--- config.mk ---
export PLATFORM = sky130hd
export DESIGN_NAME = mem_bus_arbiter
export DESIGN_NICKNAME = d
export VERILOG_FILES = /design/src/rtl/mem_bus_arb_pkg.sv /design/src/rtl/bus_arb_timer.sv /design/src/rtl/mem_bus_arbiter.sv
export SDC_FILE = /design/constraint.sdc
export NUM_CORES = 1
export LEC_CHECK = 0
export CAP_MARGIN = 20
export CORE_MARGIN = 10
export CORE_UTILIZATION = 45
export CTS_BUF_LIST = sky130_fd_sc_hd__clkbuf_2
export DETAILED_ROUTE_END_ITERATION = 6
export PLACE_DENSITY = 0.72
export RECOVER_POWER = 25
export SLEW_MARGIN = 25
export SYNTH_ARGS = -nofsm -noshare
export SYNTH_HDL_FRONTEND = slang
export SYNTH_SLANG_ARGS = --single-unit
--- constraint.sdc ---
create_clock -name clk -period 1.6 [get_ports clk]
set_input_delay 0.16 -clock clk [delete_from_list [all_inputs] [get_ports clk]]
set_output_delay 0.16 -clock clk [all_outputs]
set_load 0.005 [all_outputs]
--- src/rtl/mem_bus_arb_pkg.sv ---
// Shared FSM state type, bus mux select encodings and small per-state decode
// helpers for the CPU memory bus arbiter.
package mem_bus_arb_pkg;

  typedef enum logic [2:0] {
    CPU_OWN     = 3'd0,
    HALT_WAIT   = 3'd1,
    DMA_OWN     = 3'd2,
    DBG_OWN     = 3'd3,
    RELEASE     = 3'd4,
    UNHALT_WAIT = 3'd5
  } arb_state_e;

  localparam logic [1:0] SEL_CPU  = 2'b00;
  localparam logic [1:0] SEL_DMA  = 2'b01;
  localparam logic [1:0] SEL_DBG  = 2'b10;
  localparam logic [1:0] SEL_NONE = 2'b11;

  // The CPU drives the bus while it runs or is waking up; gap states park the mux.
  function automatic logic [1:0] sel_for_state(input arb_state_e state);
    case (state)
      CPU_OWN, UNHALT_WAIT: sel_for_state = SEL_CPU;
      DMA_OWN:              sel_for_state = SEL_DMA;
      DBG_OWN:              sel_for_state = SEL_DBG;
      default:              sel_for_state = SEL_NONE;
    endcase
  endfunction

  function automatic logic halt_for_state(input arb_state_e state);
    halt_for_state = (state == HALT_WAIT) || (state == DMA_OWN) ||
                     (state == DBG_OWN)   || (state == RELEASE);
  endfunction

endpackage

--- src/rtl/bus_arb_timer.sv ---
// Owned-cycle counter for the arbiter: load clears it, enable advances it, and
// expire flags the last cycle a grant is allowed to last.
module bus_arb_timer #(
  parameter int unsigned LIMIT = 1024
) (
  input  logic clk,
  input  logic rst,
  input  logic load,
  input  logic enable,
  output logic expire
);

  localparam int unsigned W = (LIMIT < 2) ? 1 : $clog2(LIMIT);
  localparam logic [W-1:0] LAST = W'(LIMIT - 1);

  logic [W-1:0] cnt_q;
  logic [W-1:0] cnt_d;

  always_comb begin
    cnt_d = cnt_q;
    if (load) begin
      cnt_d = '0;
    end else if (enable) begin
      cnt_d = cnt_q + W'(1);
    end
  end

  always_ff @(posedge clk or negedge rst) begin
    if (!rst) begin
      cnt_q <= '0;
    end else begin
      cnt_q <= cnt_d;
    end
  end

  assign expire = enable && !load && (cnt_q == LAST);

endmodule

--- src/rtl/mem_bus_arbiter.sv ---
// CPU memory bus arbiter: halts the CPU, hands the bus to debug or DMA by priority,
// then returns it. Define BUS_ARB_TIMEOUT_EN to bound each grant to TIMEOUT_CYCLES.
module mem_bus_arbiter
  import mem_bus_arb_pkg::*;
#(
  parameter int unsigned TIMEOUT_CYCLES = 1024
) (
  input  logic       clk,
  input  logic       rst,
  input  logic       dbg_req,
  output logic       dbg_gnt,
  input  logic       dma_req,
  output logic       dma_gnt,
  output logic       cpu_halt,
  input  logic       cpu_is_halted,
  output logic [1:0] bus_sel,
  output logic       busy,
  output logic       timeout
);

  arb_state_e state_q, state_d;
  logic       cpu_halt_q, cpu_halt_d;
  logic       dbg_gnt_q, dbg_gnt_d;
  logic       dma_gnt_q, dma_gnt_d;
  logic       busy_q, busy_d;
  logic [1:0] bus_sel_q, bus_sel_d;

  logic dbg_eff;
  logic dma_eff;
  logic any_eff;
  logic expire;

`ifdef BUS_ARB_TIMEOUT_EN
  logic owned;
  logic lock_dbg_q, lock_dbg_d;
  logic lock_dma_q, lock_dma_d;
  logic timeout_q, timeout_d;

  assign owned = (state_q == DMA_OWN) || (state_q == DBG_OWN);

  bus_arb_timer #(
    .LIMIT (TIMEOUT_CYCLES)
  ) u_timer (
    .clk    (clk),
    .rst    (rst),
    .load   (!owned),
    .enable (owned),
    .expire (expire)
  );

  // A requester cut off by the timer stays masked until it lets its req fall.
  always_comb begin
    timeout_d  = 1'b0;
    lock_dbg_d = lock_dbg_q & dbg_req;
    lock_dma_d = lock_dma_q & dma_req;
    if (expire && (state_q == DBG_OWN) && dbg_req) begin
      timeout_d  = 1'b1;
      lock_dbg_d = 1'b1;
    end
    if (expire && (state_q == DMA_OWN) && dma_req) begin
      timeout_d  = 1'b1;
      lock_dma_d = 1'b1;
    end
  end

  always_ff @(posedge clk or negedge rst) begin
    if (!rst) begin
      lock_dbg_q <= 1'b0;
      lock_dma_q <= 1'b0;
      timeout_q  <= 1'b0;
    end else begin
      lock_dbg_q <= lock_dbg_d;
      lock_dma_q <= lock_dma_d;
      timeout_q  <= timeout_d;
    end
  end

  assign dbg_eff = dbg_req & ~lock_dbg_q;
  assign dma_eff = dma_req & ~lock_dma_q;
  assign timeout = timeout_q;
`else
  assign dbg_eff = dbg_req;
  assign dma_eff = dma_req;
  assign expire  = 1'b0;
  assign timeout = 1'b0;
`endif

  assign any_eff = dbg_eff | dma_eff;

  // Next state; every registered output is decoded from the state being entered.
  always_comb begin
    state_d = state_q;
    case (state_q)
      CPU_OWN: begin
        if (any_eff) state_d = HALT_WAIT;
      end
      HALT_WAIT: begin
        if (!any_eff)          state_d = RELEASE;
        else if (cpu_is_halted) state_d = dbg_eff ? DBG_OWN : DMA_OWN;
      end
      DMA_OWN: begin
        if (!dma_req || expire) state_d = RELEASE;
      end
      DBG_OWN: begin
        if (!dbg_req || expire) state_d = RELEASE;
      end
      RELEASE: begin
        // A CPU that never reached its halt point must be waited on again.
        if (!any_eff)           state_d = UNHALT_WAIT;
        else if (!cpu_is_halted) state_d = HALT_WAIT;
        else                    state_d = dbg_eff ? DBG_OWN : DMA_OWN;
      end
      UNHALT_WAIT: begin
        if (!cpu_is_halted) state_d = CPU_OWN;
      end
      default: state_d = CPU_OWN;
    endcase

    cpu_halt_d = halt_for_state(state_d);
    bus_sel_d  = sel_for_state(state_d);
    dbg_gnt_d  = (state_d == DBG_OWN);
    dma_gnt_d  = (state_d == DMA_OWN);
    busy_d     = (state_d != CPU_OWN);
  end

  always_ff @(posedge clk or negedge rst) begin
    if (!rst) begin
      state_q    <= CPU_OWN;
      cpu_halt_q <= 1'b0;
      dbg_gnt_q  <= 1'b0;
      dma_gnt_q  <= 1'b0;
      bus_sel_q  <= SEL_CPU;
      busy_q     <= 1'b0;
    end else begin
      state_q    <= state_d;
      cpu_halt_q <= cpu_halt_d;
      dbg_gnt_q  <= dbg_gnt_d;
      dma_gnt_q  <= dma_gnt_d;
      bus_sel_q  <= bus_sel_d;
      busy_q     <= busy_d;
    end
  end

  assign cpu_halt = cpu_halt_q;
  assign dbg_gnt  = dbg_gnt_q;
  assign dma_gnt  = dma_gnt_q;
  assign bus_sel  = bus_sel_q;
  assign busy     = busy_q;

  // Grants are exclusive and always agree with the mux select.
  assert property (@(posedge clk) disable iff (!rst) !(dbg_gnt_q && dma_gnt_q));
  assert property (@(posedge clk) disable iff (!rst) dma_gnt_q |-> (bus_sel_q == SEL_DMA));
  assert property (@(posedge clk) disable iff (!rst) dbg_gnt_q |-> (bus_sel_q == SEL_DBG));

endmodule
==> Yosys cells after proc, flatten, opt, wreduce, memory -nomap -nowiden <==
Cells that the tools add are included.
{ "word_totals": {"ff_bits": 9, "in_bits": 5} }
{ "op_classes": {"n_eq_ne": 10, "muxes": 11, "bitwise": 1, "n_reduce_logical": 7} }
{ "ops": {"columns": ["cell", "n"], "rows": [
  ["3-bit 2-to-1 mux", 7],
  ["3-bit one-hot mux with 6 select lines", 1],
  ["3-bit by 2-bit == test with 1-bit output, second input constant", 4],
  ["3-bit == test, second input constant", 4],
  ["3-bit by 1-bit == test with 1-bit output, second input constant", 2],
  ["3-bit zero test", 2],
  ["2-bit one-hot mux with 3 select lines", 1],
  ["1-bit logical OR", 3],
  ["3-bit nonzero test", 1],
  ["2-bit 2-to-1 mux", 1],
  ["2-bit OR reduction", 1],
  ["1-bit 2-to-1 mux", 1],
  ["1-bit OR", 1]
]} }

==> Longest topological paths before layout <==
Gate-level depths: netlist of run 1.
{ "logic_depth": {"depth_word": 8, "depth_mapped": 5} }

==> Worst setup path after synthesis of run 1 <==
No wires, ideal clock.
{ "synth_timing": {"path_kind": "register to register", "start": "register state_q[1]", "end": "register busy_q, in the netlist busy", "setup_ns": 0.137, "t_arrival_ns": 1.017, "required_time_ns": 1.463, "path_slack_ns": 0.446, "path_stages_with_launch": 4, "synth_period_minus_slack_ns": 1.154, "cell_sequence": "dfrtp_1 buf_2 nor4_1 a21oi_1"} }
{ "synth_via": {"elab_chain_cells": 4} }
{ "synth_rtl": {"columns": ["item", "line_no", "source"], "rows": [
  ["from (decl)", "mem_bus_arbiter.sv:21", "arb_state_e state_q, state_d;"],
  ["from (signal assigned)", "mem_bus_arbiter.sv:135", "state_q <= state_d;"],
  ["3-bit 2-to-1 mux", "mem_bus_arbiter.sv:99", "else if (cpu_is_halted) state_d = dbg_eff ? DBG_OWN : DMA_OWN;"],
  ["3-bit 2-to-1 mux", "mem_bus_arbiter.sv:98", "if (!any_eff) state_d = RELEASE;"],
  ["3-bit one-hot mux with 6 select lines *", "mem_bus_arbiter.sv:93", "case (state_q)"],
  ["3-bit nonzero test *", "mem_bus_arbiter.sv:123", "busy_d = (state_d != CPU_OWN);"],
  ["via busy_d", "mem_bus_arbiter.sv:25", "logic busy_q, busy_d;"],
  ["to (signal assigned)", "mem_bus_arbiter.sv:140", "busy_q <= busy_d;"],
  ["to (decl)", "mem_bus_arbiter.sv:25", null]
]} }
The timed path passes the listed nets; every way through them passes the cells marked *.

==> Worst setup path after layout of run 1 <==
{ "layout_timing": {"start": "register state_q[0]", "end": "register dbg_gnt_q, in the netlist dbg_gnt"} }
{ "layout_via": {"elab_chain_cells": 4} }
{ "layout_rtl": {"columns": ["item", "line_no", "source"], "rows": [
  ["3-bit 2-to-1 mux", "mem_bus_arbiter.sv:99", null],
  ["3-bit 2-to-1 mux", "mem_bus_arbiter.sv:98", null],
  ["3-bit one-hot mux with 6 select lines *", "mem_bus_arbiter.sv:93", null],
  ["3-bit by 2-bit == test with 1-bit output *", "mem_bus_arbiter.sv:121", "dbg_gnt_d = (state_d == DBG_OWN);"],
  ["via dbg_gnt_d", "mem_bus_arbiter.sv:23", "logic dbg_gnt_q, dbg_gnt_d;"],
  ["to (signal assigned)", "mem_bus_arbiter.sv:137", "dbg_gnt_q <= dbg_gnt_d;"],
  ["to (decl)", "mem_bus_arbiter.sv:23", null]
]} }
Marks and branches as above.

==> reports/metrics.csv, run 1 <==
stage,metric,value,unit
clock_tree,CTS tree,yes,
synth,Syn Nets,73,
clock_tree,Worst-Skew Late Latency,250,ps
routing,antenna-violating nets left,0,
synth,cells after synthesis,68,
power_and_ir_drop,Leakage,0.3053,nW
die,core area,1171,um2
setup_path,Crit path depth,3,
die,Die Wd,56.11,um
sta,worst clock skew,1.313,ps
power_and_ir_drop,maximum VDD drop,0.5832,mV
clock_tree,Root Driver,clkbuf_2,
clock_tree,clock buffer depth,2,
setup_path,crit path from,state_q[0],
sta,RSZ-0062 raised after global routing,false,
setup_path,Reg-to-Reg Start,state_q[0],
clock_tree,CTS Hold Buffers Added,0,
sta,Final Setup Violations,0,
clock_tree,clk sinks,9,
synth,post-synth top area share,38.38,%
global_route,number of global-route vias before repair,545,
setup_path,Worst path max stage delay,540,ps
global_route,grt ovf,0,
setup_path,CP Max Fanout,12,
routing,drt pass-1 iters,4,
die,I/O pins,12,
setup_path,arrival time at the worst endpoint,1510,ps
synth,sequential area share after synthesis,38.38,%
setup_path,reg-to-reg setup timing slack,260,ps
global_route,first-pass GRT wire length,2504,um
power_and_ir_drop,NetSw,0.0004481,W
sta,period utilization,83.63,%
routing,drt drc,0,
power_and_ir_drop,overall power,0.001143,W
synth,Yosys cell types,31,
setup_path,FF-to-FF path depth,3,
sta,final setup TNS,0,ps
sta,final hold vios,0,
layout,"commonest non-fill, non-tap cells in the layout","dfrtp_1 (9), clkdlybuf4s50_1 (9), a21oi_1 (8), buf_4 (8), nor2_1 (5)",
layout,final core utilization,61.32,%
layout,Area Overhead vs Synth,22.39,%
routing,DRT Wirelength,1434,um
run_status,outcome,completed,
setup_path,"Req. time, crit path",1770,ps
global_route,global-route usage over all layers,9.562,%
synth,syn avg cell area,8.630,um2
routing,Starting DRT DRC Count,18,
placed_design,placed wire-length estimate,1055,um
power_and_ir_drop,Power Internal,0.0006947,W
clock_tree,Post-CTS Setup Inserts,0,
layout,final net count,87,
die,Die Height,56.11,um
setup_path,CP bufs+invs,1,
layout,share of cells above drive strength 1,16.05,%
setup_path,worst path cell trace,buf_4 -> or3_1 -> a21oi_1,
die,num rows,12,
clock_tree,CTS HTree Levels,1,
routing,Via Count,546,
sta,Tmin final,1338,ps
synth,Synth Register Bits,9,
clock_tree,PostCTS Resize Cnt,0,
die,Initial Util,50.11,%
routing,vias per inst,5.747,
synth,synthesized area,586.8,um2
placed_design,Inst Count DP,91,
power_and_ir_drop,Clock power frac,12.6,%
sta,maximum clock rate,747.4,MHz
setup_path,"Largest delay share family, worst path",flip-flops,
setup_path,startpoint types,flip-flop,
sta,Final Max Slew Viols,0,
clock_tree,TritonCTS Buffers,3,
hold_path,Hold Crit Class,in2async,
synth,Synth area leaders,"dfrtp_1 (38%), a21oi_1 (6.8%), buf_6 (5.8%)",
layout,final std cells w/o fill,95,
setup_path,Reg2Reg Capture Point,dbg_gnt,
die,die area,3148,um2
setup_path,Worst Setup End Kind,flip-flop,
layout,number of diodes,0,
routing,wire per inst,15.09,um
power_and_ir_drop,Seq pwr share,37.5,%
global_route,initial antenna violation count,0,
job,Max-cap violations,0,
power_and_ir_drop,PD cells,1591,nW/um2
synth,Syn. warnings,0,
setup_path,"Max stage delay cell, worst path",dfrtp_1,
global_route,largest net degree at the start of global routing,13,
placed_design,IO Port Bufs,10,
placed_design,gpl congestion,0.8450,
synth,post-synth top area cell,dfrtp_1,
power_and_ir_drop,Gate power share,49.9,%
clock_tree,"CTS clk-pin slew, worst paths",80,ps
power_and_ir_drop,Sw Ratio,39.21,%
setup_path,Crit Path Category,reg2reg,
## worst max path at each step
stage                  to
6_report          dbg_gnt
3_5_place_dp   state_q[1]
5_1_grt           dbg_gnt
3_3_place_gp   state_q[1]
4_1_cts           dbg_gnt
2_1_floorplan        busy
## flip-flops by register name, indices dropped and copies added, names as in the netlist
name,flops
busy,1
dbg_gnt,1
cpu_halt,1
bus_sel,2
dma_gnt,1
state_q,3
## Yosys cell counts, drive strengths merged
| cell type | count |
|---|---|
| buf | 9 |
| dfrtp | 9 |
| a21oi | 8 |
| nor2 | 5 |
| inv | 4 |
| nand2 | 3 |
| nor2b | 3 |
| o21ai | 3 |
| nand2b | 2 |
| nor3 | 2 |
| o211ai | 2 |
| o22ai | 2 |
| or3 | 2 |
| a22oi | 1 |
| a311oi | 1 |
| a32oi | 1 |
| a41oi | 1 |
| and3 | 1 |
| conb | 1 |
| mux2i | 1 |
| nand3 | 1 |
| nor4 | 1 |
| o2111a | 1 |
| o2111ai | 1 |
| o211a | 1 |
| or4 | 1 |
| xor2 | 1 |
## per-stage QoR
stage	worst slack, ps	instance area, um2	hold slack, ps
floorplan	445.5	586.8	-135.6
global placement	137.0	698.2	471.1
detailed placement	122.9	698.2	474.3
CTS	276.6	718.2	193.3
global route	162.4	718.2	266.0
finish	262.0	718.2	260.5
## power by group through the flow
stage                     Clock (W)  Sequential [W]  Combinational [W]
final                      0.000144        0.000429           0.000570
after global routing       0.000160        0.000454           0.000629
after CTS                  0.000149        0.000428           0.000573
after detailed placement          0        0.000433           0.000565
after global placement            0        0.000429           0.000548
after floorplan                   0        0.000366           0.000435
## worst reg2reg max path, stage by stage, from the launching register on
cell and delay, ps:
dfrtp_1 540, buf_4 240, or3_1 340, a21oi_1 150
## layout make-up
type,instances,area [um2]
multi-input combinational,46,280.3
tap,14,17.52
sequential,9,225.2
clock buffer,4,20.02
fill,123,452.9
timing repair buffer,18,160.2
inverter,4,15.01
## logic make-up (layout without fill, tap and decap cells)
group / Yosys count / in the layout / synth area share (%)
AOI/OAI and AO/OA: 22 / 22 / 24.95
and+or+nand+nor: 21 / 21 / 18.98
buffers and inverters: 13 / 26 / 13.86
DFF: 9 / 9 / 38.38
other: 1 / 1 / 0.6390
xor gates and xnor gates: 1 / 1 / 1.493
muxes: 1 / 1 / 1.706
## metal layers
| metal | vias up | part of all wire, % | global-route usage [%] | wire length (um) |
|---|---|---|---|---|
| met5 | - | 0 | 0 | 0 |
| met3 | 3 | 5.8 | 3.872 | 83 |
| li1 | 266 | - | - | - |
| met2 | 14 | 47 | 15.28 | 672 |
| met4 | 0 | 1.9 | 4.778 | 27 |
| met1 | 263 | 45 | 10.58 | 651 |
Note: power is estimated with default switching activity, not from simulation.
==> run 2, diff against run 1 <==
- clock period: 1.6 -> 1.3 ns (I/O delays scaled with it)
==> reports/metrics.csv, run 2 (synthesis results as in run 1) <==
stage,metric,value,unit,change
placed_design,pre-CTS WS,-136.4,ps,-259.3 ps
clock_tree,TritonCTS Buffers,3,,unchanged
layout,final net count,93,,+6.9%
sta,Tmin final,1269,ps,-69.13 ps
layout,max reg flops,3,,unchanged
layout,number of diodes,0,,unchanged
setup_path,startpoint types,flip-flop,,
run_status,outcome,completed,,
clock_tree,clock buffer depth,2,,unchanged
layout,"commonest non-fill, non-tap cell in the layout",buf_4,,
clock_tree,clk sinks,9,,unchanged
die,core area,1171,um2,unchanged
routing,Starting DRT DRC Count,8,,-10
sta,Final Setup Violations,0,,unchanged
sta,WHS,241.0,ps,-19.41 ps
setup_path,Worst path max stage delay,510,ps,-30 ps
routing,wire per inst,14.48,um,-4.1%
sta,worst clock skew,2.090,ps,+0.7763 ps
power_and_ir_drop,PD cells,1900,nW/um2,+19%
placed_design,gpl congestion,0.8464,,+0.17%
global_route,global-route usage over all layers,9.743,%,+0.18 points
power_and_ir_drop,maximum VDD drop,0.9396,mV,+61%
sta,Final Max Slew Viols,0,,unchanged
setup_path,Reg2Reg Capture Point,state_q[1],,
global_route,initial antenna violation count,0,,unchanged
clock_tree,Root Driver,clkbuf_2,,
layout,share of cells above drive strength 1,24.14,%,+8.1 points
sta,final hold vios,0,,unchanged
power_and_ir_drop,Leakage,0.3332,nW,+9.2%
layout,"Most flops, register",state_q,,
layout,"commonest non-fill, non-tap cells in the layout","buf_4 (14), clkdlybuf4s50_1 (9), a21oi_1 (8), dfrtp_1 (8), nor2_1 (5)",,
routing,drt drc,0,,unchanged
setup_path,CP bufs+invs,1,,unchanged
setup_path,Crit Path Category,reg2reg,,
clock_tree,CTS tree,yes,,
setup_path,"Max stage delay cell, worst path",or4_1,,
sta,Final WS setup,31.11,ps,-230.9 ps
routing,antenna-violating nets left,0,,unchanged
die,Initial Util,50.11,%,unchanged
routing,drt pass-1 iters,4,,unchanged
setup_path,Worst Setup End Kind,flip-flop,,
die,die area,3148,um2,unchanged
clock_tree,CTS Hold Buffers Added,0,,unchanged
global_route,largest net degree at the start of global routing,14,,+1
setup_path,FF-to-FF path depth,3,,unchanged
setup_path,arrival time at the worst endpoint,1450,ps,-60 ps
placed_design,placed wire-length estimate,1104,um,+4.7%
layout,Area Overhead vs Synth,31.34,%,
job,Max-cap violations,0,,unchanged
setup_path,reg-to-reg setup timing slack,30,ps,-230 ps
clock_tree,"CTS clk-pin slew, worst paths",90,ps,about the same
sta,period utilization,97.61,%,+14 points
die,Die Wd,56.11,um,unchanged
global_route,number of global-route vias before repair,554,,+1.7%
clock_tree,CTS HTree Levels,1,,unchanged
setup_path,"Largest delay share family, worst path",simple AND/OR/NAND/NOR gates,,
setup_path,CP Max Fanout,4,,-8
sta,final setup TNS,0,ps,unchanged
setup_path,"Req. time, crit path",1490,ps,-280 ps
global_route,grt ovf,0,,unchanged
die,Die Height,56.11,um,unchanged
routing,vias per inst,5.564,,-3.2%
placed_design,IO Port Bufs,10,,unchanged
setup_path,worst path cell trace,buf_4 -> or4_1 -> nand3_1,,
hold_path,Hold Crit Class,in2async,,
clock_tree,Worst-Skew Late Latency,250,ps,about the same
sta,maximum clock rate,788.1,MHz,+5.4%
routing,Via Count,562,,+2.9%
routing,DRT Wirelength,1462,um,+2.0%
global_route,first-pass GRT wire length,2539,um,+1.4%
die,I/O pins,12,,unchanged
die,num rows,12,,unchanged
clock_tree,Post-CTS Setup Inserts,0,,unchanged
setup_path,Reg-to-Reg Start,state_q[0],,
[run 2: timing repair]
| item | CTS | global route |
|---|---|---|
| hold endpoints to repair | 0 | 0 |
| endpoints found under the setup margin | 0 | 5 |
| gates resized for setup | 0 | 2 |
[run 2: power breakdown]
part	leakage [nW]	switching (W)	internal, W	total (W)
clock	0.0166	0.0000995	0.0000817	0.000181
sequential	0.105	0.000101	0.000394	0.000495
combinational	0.212	0.000359	0.000430	0.000788
total	0.333	0.000559	0.000906	0.00146
[run 2: final cells by class]
cell class / count / area [um2]
fillers: 114 / 400.4
multi-input cells: 46 / 286.5
flip-flops and latches: 9 / 226.5
repair buffers: 24 / 205.2
clock buffers: 4 / 20.02
well taps: 14 / 17.52
inverters: 4 / 15.01
[run 2: worst max-delay path by stage]
stage / to / slack, ps / startpoint / cells after the start
after global placement: busy / -140 / dma_req / 4
after detailed placement: busy / -140 / dma_req / 4
after global routing: state_q[1] / -7 / state_q[0] / 3
after floorplan: busy / 150 / state_q[1] / 3
final: state_q[1] / 30 / state_q[0] / 3
after CTS: state_q[1] / 40 / state_q[2] / 3
[run 2: layer usage]
layer	track usage, %	part of all wire (%)	vias up
met4	3.754	0.68	0
li1	-	-	283
met5	0	0	-
met2	15.43	49	14
met3	5.011	6.3	2
met1	10.71	44	263
[run 2: through the flow]
step | cells | utilization [%] | area [um2] | total power [W]
2_1_floorplan | 68 | - | 586.8 | 0.0009852
5_1_grt | 101 | 65.81 | 770.7 | 0.001605
6_report | 101 | 65.81 | 770.7 | 0.001465
4_1_cts | 101 | 65.17 | 763.2 | 0.001463
3_3_place_gp | 97 | 63.46 | 743.2 | 0.001269
3_5_place_dp | 97 | 63.46 | 743.2 | 0.001283
